$ cat config.mk
export PLATFORM = sky130hd
export DESIGN_NAME = wb_copy_master_flat
export DESIGN_NICKNAME = d
export VERILOG_FILES = /design/src/rtl/wb_copy_master_pkg.sv /design/src/rtl/wb_copy_master_if.sv /design/src/rtl/wb_copy_master_watchdog.sv /design/src/rtl/wb_copy_master.sv /design/src/flat_wrapper.sv
export SDC_FILE = /design/constraint.sdc
export NUM_CORES = 1
export LEC_CHECK = 0
export BUFFER_PORTS_ARGS = -buffer_cell sky130_fd_sc_hd__clkbuf_2
export CAP_MARGIN = 20
export CORE_MARGIN = 1.5
export CORE_UTILIZATION = 58
export CTS_BUF_LIST = sky130_fd_sc_hd__clkbuf_8
export CTS_CLUSTER_SIZE = 20
export DETAILED_ROUTE_END_ITERATION = 8
export GPL_TIMING_DRIVEN = 0
export PLACE_DENSITY = 0.91
export REMOVE_ABC_BUFFERS = 1
export SKIP_LAST_GASP = 1
export SYNTH_ARGS = -nofsm -noshare
export SYNTH_HDL_FRONTEND = slang
export SYNTH_SLANG_ARGS = --single-unit
$ cat constraint.sdc
create_clock -name wb_clk_i -period 8.3 [get_ports wb_clk_i]
set_input_delay 1.66 -clock wb_clk_i [delete_from_list [all_inputs] [get_ports wb_clk_i]]
set_output_delay 1.66 -clock wb_clk_i [all_outputs]
set_load 0.05 [all_outputs]
$ cat src/rtl/wb_copy_master_pkg.sv
// wb_copy_master_pkg: shared state encodings and Wishbone constants for the bus initiators.
package wb_copy_master_pkg;
    typedef enum logic [2:0] {IDLE, READ, WRITE, DONE, ABORT} state_t;
    localparam int WB_SEL_W = 4;
    localparam logic [WB_SEL_W-1:0] WB_SEL_ALL = '1;
endpackage

$ cat src/rtl/wb_copy_master_if.sv
// wb_copy_master_if: Wishbone classic bus between an initiator and the system interconnect.
interface wb_copy_master_if #(
    parameter int AW = 32,
    parameter int DW = 32
) ();
    logic [AW-1:0]   wb_adr_o;
    logic [DW-1:0]   wb_dat_o;
    logic [DW-1:0]   wb_dat_i;
    logic            wb_we_o;
    logic [DW/8-1:0] wb_sel_o;
    logic            wb_cyc_o;
    logic            wb_stb_o;
    logic            wb_ack_i;
    modport master (
        output wb_adr_o, wb_dat_o, wb_we_o, wb_sel_o, wb_cyc_o, wb_stb_o,
        input  wb_dat_i, wb_ack_i
    );
    modport slave (
        input  wb_adr_o, wb_dat_o, wb_we_o, wb_sel_o, wb_cyc_o, wb_stb_o,
        output wb_dat_i, wb_ack_i
    );
endinterface

$ cat src/rtl/wb_copy_master_watchdog.sv
// wb_watchdog: counts wait cycles in a bus phase and flags expiry after TIMEOUT cycles without ack.
module wb_watchdog #(
    parameter int TIMEOUT = 255
) (
    input  logic wb_clk_i,
    input  logic wb_reset_i,
    input  logic clear,
    input  logic enable,
    output logic expired
);
    logic [15:0] cnt;
    always_ff @(posedge wb_clk_i or posedge wb_reset_i)
        if (wb_reset_i) cnt <= '0;
        else if (clear) cnt <= '0;
        else if (enable) cnt <= cnt + 16'd1;
    // the current cycle is the TIMEOUT-th wait cycle of this phase
    assign expired = enable && cnt == 16'(TIMEOUT - 1);
endmodule

$ cat src/rtl/wb_copy_master.sv
// wb_copy_master: Wishbone classic initiator copying a block of words, one read then one write per word.
module wb_copy_master
    import wb_copy_master_pkg::*;
#(
    parameter int AW      = 32,
    parameter int DW      = 32,
    parameter int LEN_W   = 16,
    parameter int TIMEOUT = 255
) (
    input  logic             wb_clk_i,
    input  logic             wb_reset_i,
    input  logic [AW-1:0]    cmd_src_i,
    input  logic [AW-1:0]    cmd_dst_i,
    input  logic [LEN_W-1:0] cmd_len_i,
    input  logic             cmd_start_i,
    output logic             busy_o,
    output logic             done_o,
    output logic             error_o,
    wb_copy_master_if.master wb
);
    state_t           state;
    logic [AW-1:0]    src, dst;
    logic [LEN_W-1:0] cnt;
    logic             in_phase, expired;
    assign in_phase = state == READ || state == WRITE;
    wb_watchdog #(.TIMEOUT(TIMEOUT)) u_wd (
        .wb_clk_i  (wb_clk_i),
        .wb_reset_i(wb_reset_i),
        .clear     (!in_phase || wb.wb_ack_i),
        .enable    (in_phase),
        .expired   (expired)
    );
    always_ff @(posedge wb_clk_i or posedge wb_reset_i) begin
        if (wb_reset_i) begin
            state       <= IDLE;
            src         <= '0;
            dst         <= '0;
            cnt         <= '0;
            busy_o      <= 1'b0;
            done_o      <= 1'b0;
            error_o     <= 1'b0;
            wb.wb_adr_o <= '0;
            wb.wb_dat_o <= '0;
            wb.wb_we_o  <= 1'b0;
            wb.wb_sel_o <= '0;
            wb.wb_cyc_o <= 1'b0;
            wb.wb_stb_o <= 1'b0;
        end else begin
            done_o <= 1'b0;
            case (state)
                IDLE: if (cmd_start_i) begin
                    src     <= cmd_src_i;
                    dst     <= cmd_dst_i;
                    cnt     <= cmd_len_i;
                    error_o <= 1'b0;
                    busy_o  <= 1'b1;
                    if (cmd_len_i == '0) begin
                        state  <= DONE;
                        done_o <= 1'b1;
                    end else begin
                        state       <= READ;
                        wb.wb_adr_o <= cmd_src_i;
                        wb.wb_we_o  <= 1'b0;
                        wb.wb_sel_o <= WB_SEL_ALL;
                        wb.wb_cyc_o <= 1'b1;
                        wb.wb_stb_o <= 1'b1;
                    end
                end
                READ: if (wb.wb_ack_i) begin
                    state       <= WRITE;
                    wb.wb_dat_o <= wb.wb_dat_i;
                    wb.wb_adr_o <= dst;
                    wb.wb_we_o  <= 1'b1;
                end else if (expired) begin
                    state       <= ABORT;
                    done_o      <= 1'b1;
                    error_o     <= 1'b1;
                    wb.wb_cyc_o <= 1'b0;
                    wb.wb_stb_o <= 1'b0;
                    wb.wb_sel_o <= '0;
                end
                WRITE: if (wb.wb_ack_i) begin
                    cnt <= cnt - 1'b1;
                    src <= src + 1'b1;
                    dst <= dst + 1'b1;
                    wb.wb_we_o <= 1'b0;
                    if (cnt == LEN_W'(1)) begin
                        state       <= DONE;
                        done_o      <= 1'b1;
                        wb.wb_cyc_o <= 1'b0;
                        wb.wb_stb_o <= 1'b0;
                        wb.wb_sel_o <= '0;
                    end else begin
                        state       <= READ;
                        wb.wb_adr_o <= src + 1'b1;
                    end
                end else if (expired) begin
                    state       <= ABORT;
                    done_o      <= 1'b1;
                    error_o     <= 1'b1;
                    wb.wb_we_o  <= 1'b0;
                    wb.wb_cyc_o <= 1'b0;
                    wb.wb_stb_o <= 1'b0;
                    wb.wb_sel_o <= '0;
                end
                default: begin
                    state  <= IDLE;
                    busy_o <= 1'b0;
                end
            endcase
        end
    end
endmodule
$ cat src/flat_wrapper.sv
// flat-port wrapper written by rule: the top's interface ports become plain ports
module wb_copy_master_flat import wb_copy_master_pkg::*;
#(
    parameter int AW      = 32,
    parameter int DW      = 32,
    parameter int LEN_W   = 16,
    parameter int TIMEOUT = 255
)
  (wb_clk_i, wb_reset_i, cmd_src_i, cmd_dst_i, cmd_len_i, cmd_start_i, busy_o, done_o, error_o, wb_wb_adr_o, wb_wb_dat_o, wb_wb_we_o, wb_wb_sel_o, wb_wb_cyc_o, wb_wb_stb_o, wb_wb_dat_i, wb_wb_ack_i);
  wb_copy_master_if #(.AW(AW), .DW(DW)) wb_i ();
  input  logic wb_clk_i;
  input  logic wb_reset_i;
  input  logic [AW-1:0] cmd_src_i;
  input  logic [AW-1:0] cmd_dst_i;
  input  logic [LEN_W-1:0] cmd_len_i;
  input  logic cmd_start_i;
  output logic busy_o;
  output logic done_o;
  output logic error_o;
  output wire logic [$bits(wb_i.wb_adr_o)-1:0] wb_wb_adr_o;
  output wire logic [$bits(wb_i.wb_dat_o)-1:0] wb_wb_dat_o;
  output wire logic [$bits(wb_i.wb_we_o)-1:0] wb_wb_we_o;
  output wire logic [$bits(wb_i.wb_sel_o)-1:0] wb_wb_sel_o;
  output wire logic [$bits(wb_i.wb_cyc_o)-1:0] wb_wb_cyc_o;
  output wire logic [$bits(wb_i.wb_stb_o)-1:0] wb_wb_stb_o;
  input wire logic [$bits(wb_i.wb_dat_i)-1:0] wb_wb_dat_i;
  input wire logic [$bits(wb_i.wb_ack_i)-1:0] wb_wb_ack_i;
  assign wb_wb_adr_o = wb_i.wb_adr_o;
  assign wb_wb_dat_o = wb_i.wb_dat_o;
  assign wb_wb_we_o = wb_i.wb_we_o;
  assign wb_wb_sel_o = wb_i.wb_sel_o;
  assign wb_wb_cyc_o = wb_i.wb_cyc_o;
  assign wb_wb_stb_o = wb_i.wb_stb_o;
  assign wb_i.wb_dat_i = wb_wb_dat_i;
  assign wb_i.wb_ack_i = wb_wb_ack_i;
  wb_copy_master #(.AW(AW), .DW(DW), .LEN_W(LEN_W), .TIMEOUT(TIMEOUT)) u_core (.wb_clk_i(wb_clk_i), .wb_reset_i(wb_reset_i), .cmd_src_i(cmd_src_i), .cmd_dst_i(cmd_dst_i), .cmd_len_i(cmd_len_i), .cmd_start_i(cmd_start_i), .busy_o(busy_o), .done_o(done_o), .error_o(error_o), .wb(wb_i));
endmodule
# [Yosys cells after proc, flatten, opt, wreduce, memory -nomap -nowiden]
# Cells that the tools add are included.
[classes] eq_ne=14 reduce_logical=18 addsub=4 mux=61 bitwise_logic=1
[ops] operator="$mux W32" n=9
[ops] operator="$pmux W32 S2" n=2
[ops] operator="$pmux W32 S3" n=1
[ops] operator="$add A32 B1 Y32 const B" n=2
[ops] operator="$mux W16" n=4
[ops] operator="$pmux W16 S2" n=1
[ops] operator="$mux W1" n=24
[ops] operator="$mux W4" n=6
[ops] operator="$add A16 B1 Y16 const B" n=1
[ops] operator="$eq A16 B1 Y1 const B" n=1
[ops] operator="$eq A16 B8 Y1 const B" n=1
[ops] operator="$logic_not A16 Y1" n=1
[ops] operator="$sub A16 B1 Y16 const B" n=1
[ops] operator="$ne A2 B2 Y1 const B" n=7
[ops] operator="$mux W3" n=4
[ops] operator="$pmux W1 S3" n=4
[ops] operator="$pmux W4 S3" n=1
[ops] operator="$reduce_and A5 Y1" n=2
[ops] operator="$pmux W3 S3" n=1
[ops] operator="$reduce_and A6 Y1" n=1
[ops] operator="$reduce_bool A2 Y1" n=3
[ops] operator="$mux W2" n=2
[ops] operator="$pmux W1 S2" n=2
[ops] operator="$reduce_and A2 Y1" n=2
[ops] operator="other kinds (14)" n=15
[word_totals] regBits=173 output_inout_bits=74 word_cells=112 in_bits=116

# [Depth between registers and ports, before layout]
[depth] word_depth=6 depth_mapped=10 depth_no_buf=7

# [Hierarchy]
# From an unflattened synthesis, not the netlist that was laid out.
[hier_totals] cells_unflattened=1125 hier_area_um2=9988.3
[modules_own_cells] mod="wb_copy_master" cells_each=1035 area_per_inst_um2=9061.2 n_inst=1 seq_area_each_um2=3928.8
[modules_own_cells] mod="wb_watchdog" cells_each=90 area_per_inst_um2=927.1 n_inst=1 seq_area_each_um2=400.4

# [Worst setup path after synthesis]
# OpenSTA, ideal clock, no wires.
[synth_timing] kind="in2reg" startpoint="in wb_wb_ack_i" endpoint="reg u_core.src[29]" required_time_ps=8218 arrival_ps=3150 stages=7 setup_ps=82 path_slack_ps=5068 n_path_buf=3 cell_sequence="clkbuf_1 mux2i_1 nor3_1 clkbuf_1 buf_1 nor2_1 a31oi_1"
[synth_via] elab_chain_cells=2
[synth_lines] item="start: declaration" line_no="flat_wrapper.sv:27" rtl="input wire logic [$bits(wb_i.wb_ack_i)-1:0] wb_wb_ack_i;"
[synth_lines] item="$ne A2 B2 Y1 (no source line)"
[synth_lines] item="$reduce_and A3 Y1 (no source line)"
[synth_lines] item="end signal: assignment" line_no="wb_copy_master.sv:52" rtl="src <= cmd_src_i;"
[synth_lines] item="end signal: assignment" line_no="wb_copy_master.sv:84" rtl="src <= src + 1'b1;"
[synth_lines] item="end: declaration" line_no="wb_copy_master.sv:22" rtl="logic [AW-1:0] src, dst;"
# No other way between the ends.
# A chain may end at the register's enable or synchronous reset.

# [Worst setup path in the final report]
[layout_timing] startpoint="in wb_wb_ack_i" endpoint="reg u_core.wb.wb_adr_o[19]"
[layout_via] elab_chain_cells=2 word_cells_on_any_way=3 cone_classes="eq/ne: 2; reduce/logical: 1"
[layout_lines] item="$ne A2 B2 Y1 (no source line)"
[layout_lines] item="$reduce_and A6 Y1 (no source line) *"
[layout_lines] item="end signal: assignment" line_no="wb_copy_master.sv:62" rtl="wb.wb_adr_o <= cmd_src_i;"
[layout_lines] item="end signal: assignment" line_no="wb_copy_master.sv:72" rtl="wb.wb_adr_o <= dst;"
[layout_lines] item="end signal: assignment" line_no="wb_copy_master.sv:95" rtl="wb.wb_adr_o <= src + 1'b1;"
[layout_lines] item="end: declaration" line_no="wb_copy_master_if.sv:15" rtl="output wb_adr_o, wb_dat_o, wb_we_o, wb_sel_o, wb_cyc_o, wb_stb_o,"
# Mark *: on every way between the ends. The rest lies on a longest branch, timed or not.

==> results.sh <==
export IMPL_ys_ff_latch=173
export IMPL_io_pins=190
export IMPL_wirelength_um=25900
export IMPL_antenna_found_initial=1
export IMPL_critical_path_slowest_cell="a31oi_2"
export IMPL_gp_congestion=0.857
export IMPL_drt_pass1_iterations=6
export IMPL_dominantRegCellSynth="dfrtp_1"
export IMPL_crit_family="simple AND/OR/NAND/NOR gates"
export IMPL_start_kind="input pin"
export IMPL_die_height_um=133
export IMPL_required_ns=8.65
export IMPL_ctsHtreeMaxLevel=4
export IMPL_synthArstFlopShare=1.00
export IMPL_std_cell_rows=47
export IMPL_placed_cells=1426
export IMPL_cts_buffers=17
export IMPL_vias=9276
export IMPL_seqPwrFrac=0.336
export IMPL_crit_arrival_ns=3.97
export IMPL_overflow=0
export IMPL_clk_pin_slew_worst_paths_ns=0.09
export IMPL_netlist_instances=1083
export IMPL_setup_violations=0
export IMPL_crit_chain="clkbuf_2, nor2_1, and2_1, a31oi_2, and2_2, buf_12, mux2_1"
export IMPL_grt_busiest_layer="met2"
export IMPL_worst_skew_pair_late_latency_ns=0.48
export IMPL_ys_warn_count=0
export IMPL_cts_resized=0
export IMPL_grt_use_met3=0.0571
export IMPL_power_density_nw_per_um2=430
export IMPL_dieWidth_um=133
export IMPL_final_period_utilization=0.436
export IMPL_status="finished, final reports clean"
export IMPL_path_max_fanout=20
export IMPL_hold_path_class="reg2reg"
export IMPL_p_comb_frac=0.533
export IMPL_instances_no_fill=1459
export IMPL_period_needed_ns=3.62
export IMPL_mostFrequentLayoutCells="clkbuf_2, dfrtp_1, a21oi_1"
export IMPL_endpoint_kind="flip-flop"
export IMPL_gr_usage_met2=0.460
export IMPL_cts_tree="done"
export IMPL_nNetsFinal=1347
export IMPL_timing_final_max_slew_violations=0
export IMPL_die_area_sq_um=17700
export IMPL_power_switching_uw=2440
export IMPL_antenna_left=0
export IMPL_hpwl_um=18000
export IMPL_grt_first_pass_wirelength_um=42000
export IMPL_clock_sinks=173
export IMPL_grt_start_max_net_pins=93
export IMPL_route_detailed_drc=0
export IMPL_power_share_switching=0.496
export IMPL_clock_path_buffers=2
export IMPL_max_cap_violations=0
export IMPL_final_layout_size_suffix_gt1_frac=0.250
export IMPL_post_cts_buffers=0
export IMPL_grt_util_met1=0.408
export IMPL_critPathKind="in2reg"
export IMPL_ys_seq_area_frac=0.442
export IMPL_finalWorstSetupSlack_ns=4.68
export IMPL_clkPwrFrac=0.131
export IMPL_irDropWorstVdd_mv=0.239
export IMPL_finalHoldViolCount=0
export IMPL_drtIter0Drc=927
export IMPL_n_fill_cell=1298
export IMPL_worstMarginPinSlew_ns=0.949
export IMPL_initial_core_util=0.592
export IMPL_io_buffers=189
export IMPL_cpPeakStageDelay_ns=0.71
export IMPL_postCtsHoldBufs=0
export IMPL_cts_root_buf="clkbuf_8"
export IMPL_rsz0062_at_grt="false"
export IMPL_path_buf_inv=2
export IMPL_syn_area_per_cell_sq_um=9.04
export IMPL_grt_usage=0.294
export IMPL_yosysUniqueCellTypes=63
export IMPL_area_growth_pct=16.9
export IMPL_clock_skew_ns=0.0169
export IMPL_wl_per_cell_um=17.8
export IMPL_leakage_uw=0.00491
export IMPL_synth_edf_count=0
export IMPL_syn_area_sq_um=9790
export IMPL_intPower_uw=2480
export IMPL_avgViaCountPerCell=6.36
export IMPL_fmax_mhz=276
export IMPL_fp_coreArea_sq_um=16500
export IMPL_grt_pass1_vias=8426
export IMPL_place_ws_ns=4.23
export IMPL_layout_commonest_cell="clkbuf_2"
export IMPL_max_slew_margin_rel=0.367
sequential cells by signal, summed over array words and instances, names as in the netlist, 3 cells and up:
register / count
u_core.cnt: 16
u_core.dst: 32
u_core.src: 32
u_core.state: 3
u_core.u_wd.cnt: 16
u_core.wb.wb_adr_o: 32
u_core.wb.wb_dat_o: 32
u_core.wb.wb_sel_o: 4
kinds of logic after synthesis:
logic type               count (synthesis)  share of synthesized area
AND/OR/NAND/NOR                        370                      0.191
AO/OA/AOI/OAI                          338                      0.214
flip-flops                             173                      0.442
buffers and inverters                  108                     0.0460
multiplexers                            60                     0.0745
XOR/XNOR                                28                     0.0251
adder cells (fa/ha/maj)                  6                    0.00767
Yosys cell counts (all sizes together), types with 23 or more instances:
master	n	share of area
a21oi	112	0.057
a31oi	32	0.021
buf	23	0.013
clkbuf	69	0.026
dfrtp	173	0.44
mux2	52	0.066
nand2	72	0.028
nand3	43	0.022
nand4	30	0.019
nor2	106	0.041
nor3	28	0.014
o21ai	76	0.039
worst register-to-register path, delay by kind of cell, from the launching register on:
kind / cells / cell delay (ns)
multiplexers: 1 / 0.32
AO/OA/AOI/OAI: 1 / 0.42
flip-flops: 1 / 0.46
buffers and inverters: 1 / 0.23
AND/OR/NAND/NOR: 3 / 1.61
power by group through the flow:
stage          Clock (uW)  Combinational [uW]  Sequential (uW)
6_report              643                2620             1660
5_1_grt               686                2830             1710
4_1_cts               649                2610             1640
3_5_place_dp            0                2600             1650
3_3_place_gp            0                2510             1630
2_1_floorplan           0                1350             2170
per-stage QoR:
step	utilization	instance area (sq um)	setup TNS, ns	hold WS (ns)	power [uW]
finish	0.693	11400	0	0.490	4920
global route	0.693	11400	0	0.508	5220
CTS	0.693	11400	0	0.492	4900
detailed placement	0.667	11000	0	0.467	4250
global placement	0.643	10600	-759.14	0.464	4140
floorplan	-	9400	-212.00	0.448	3520
path summary, 6_finish.rpt:
kind                           startpoint                     end  slack [ns]  cells past startpoint
max                           wb_wb_ack_i  u_core.wb.wb_adr_o[19]        4.68                      7
min                        u_core.cnt[10]          u_core.cnt[10]        0.49                      1
max reg2reg                 u_core.cnt[4]  u_core.wb.wb_adr_o[19]        5.14                      6
min reg2reg                u_core.cnt[10]          u_core.cnt[10]        0.49                      1
max in group asynchronous      wb_reset_i          u_core.src[25]        6.21                      3
min in group asynchronous      wb_reset_i      u_core.wb.wb_cyc_o        1.26                      2
layer usage:
metal | up-vias | share of wire
met5 | - | 0
met4 | 0 | 0.023
met3 | 51 | 0.078
met2 | 483 | 0.47
met1 | 4440 | 0.43
li1 | 4302 | -
final cells by class:
| cell class | instances | area [sq um] | area share |
|---|---|---|---|
| inverter | 16 | 67.6 | 0.00590 |
| multi-input combinational | 802 | 5040 | 0.441 |
| timing repair buffer | 215 | 1300 | 0.114 |
| tap | 220 | 275 | 0.0240 |
| clock inverter | 14 | 180 | 0.0157 |
| sequential | 173 | 4330 | 0.378 |
| antenna | 1 | 2.50 | 0.000219 |
| clock buffer | 18 | 248 | 0.0216 |
Note: power is estimated with default switching activity, not from simulation.
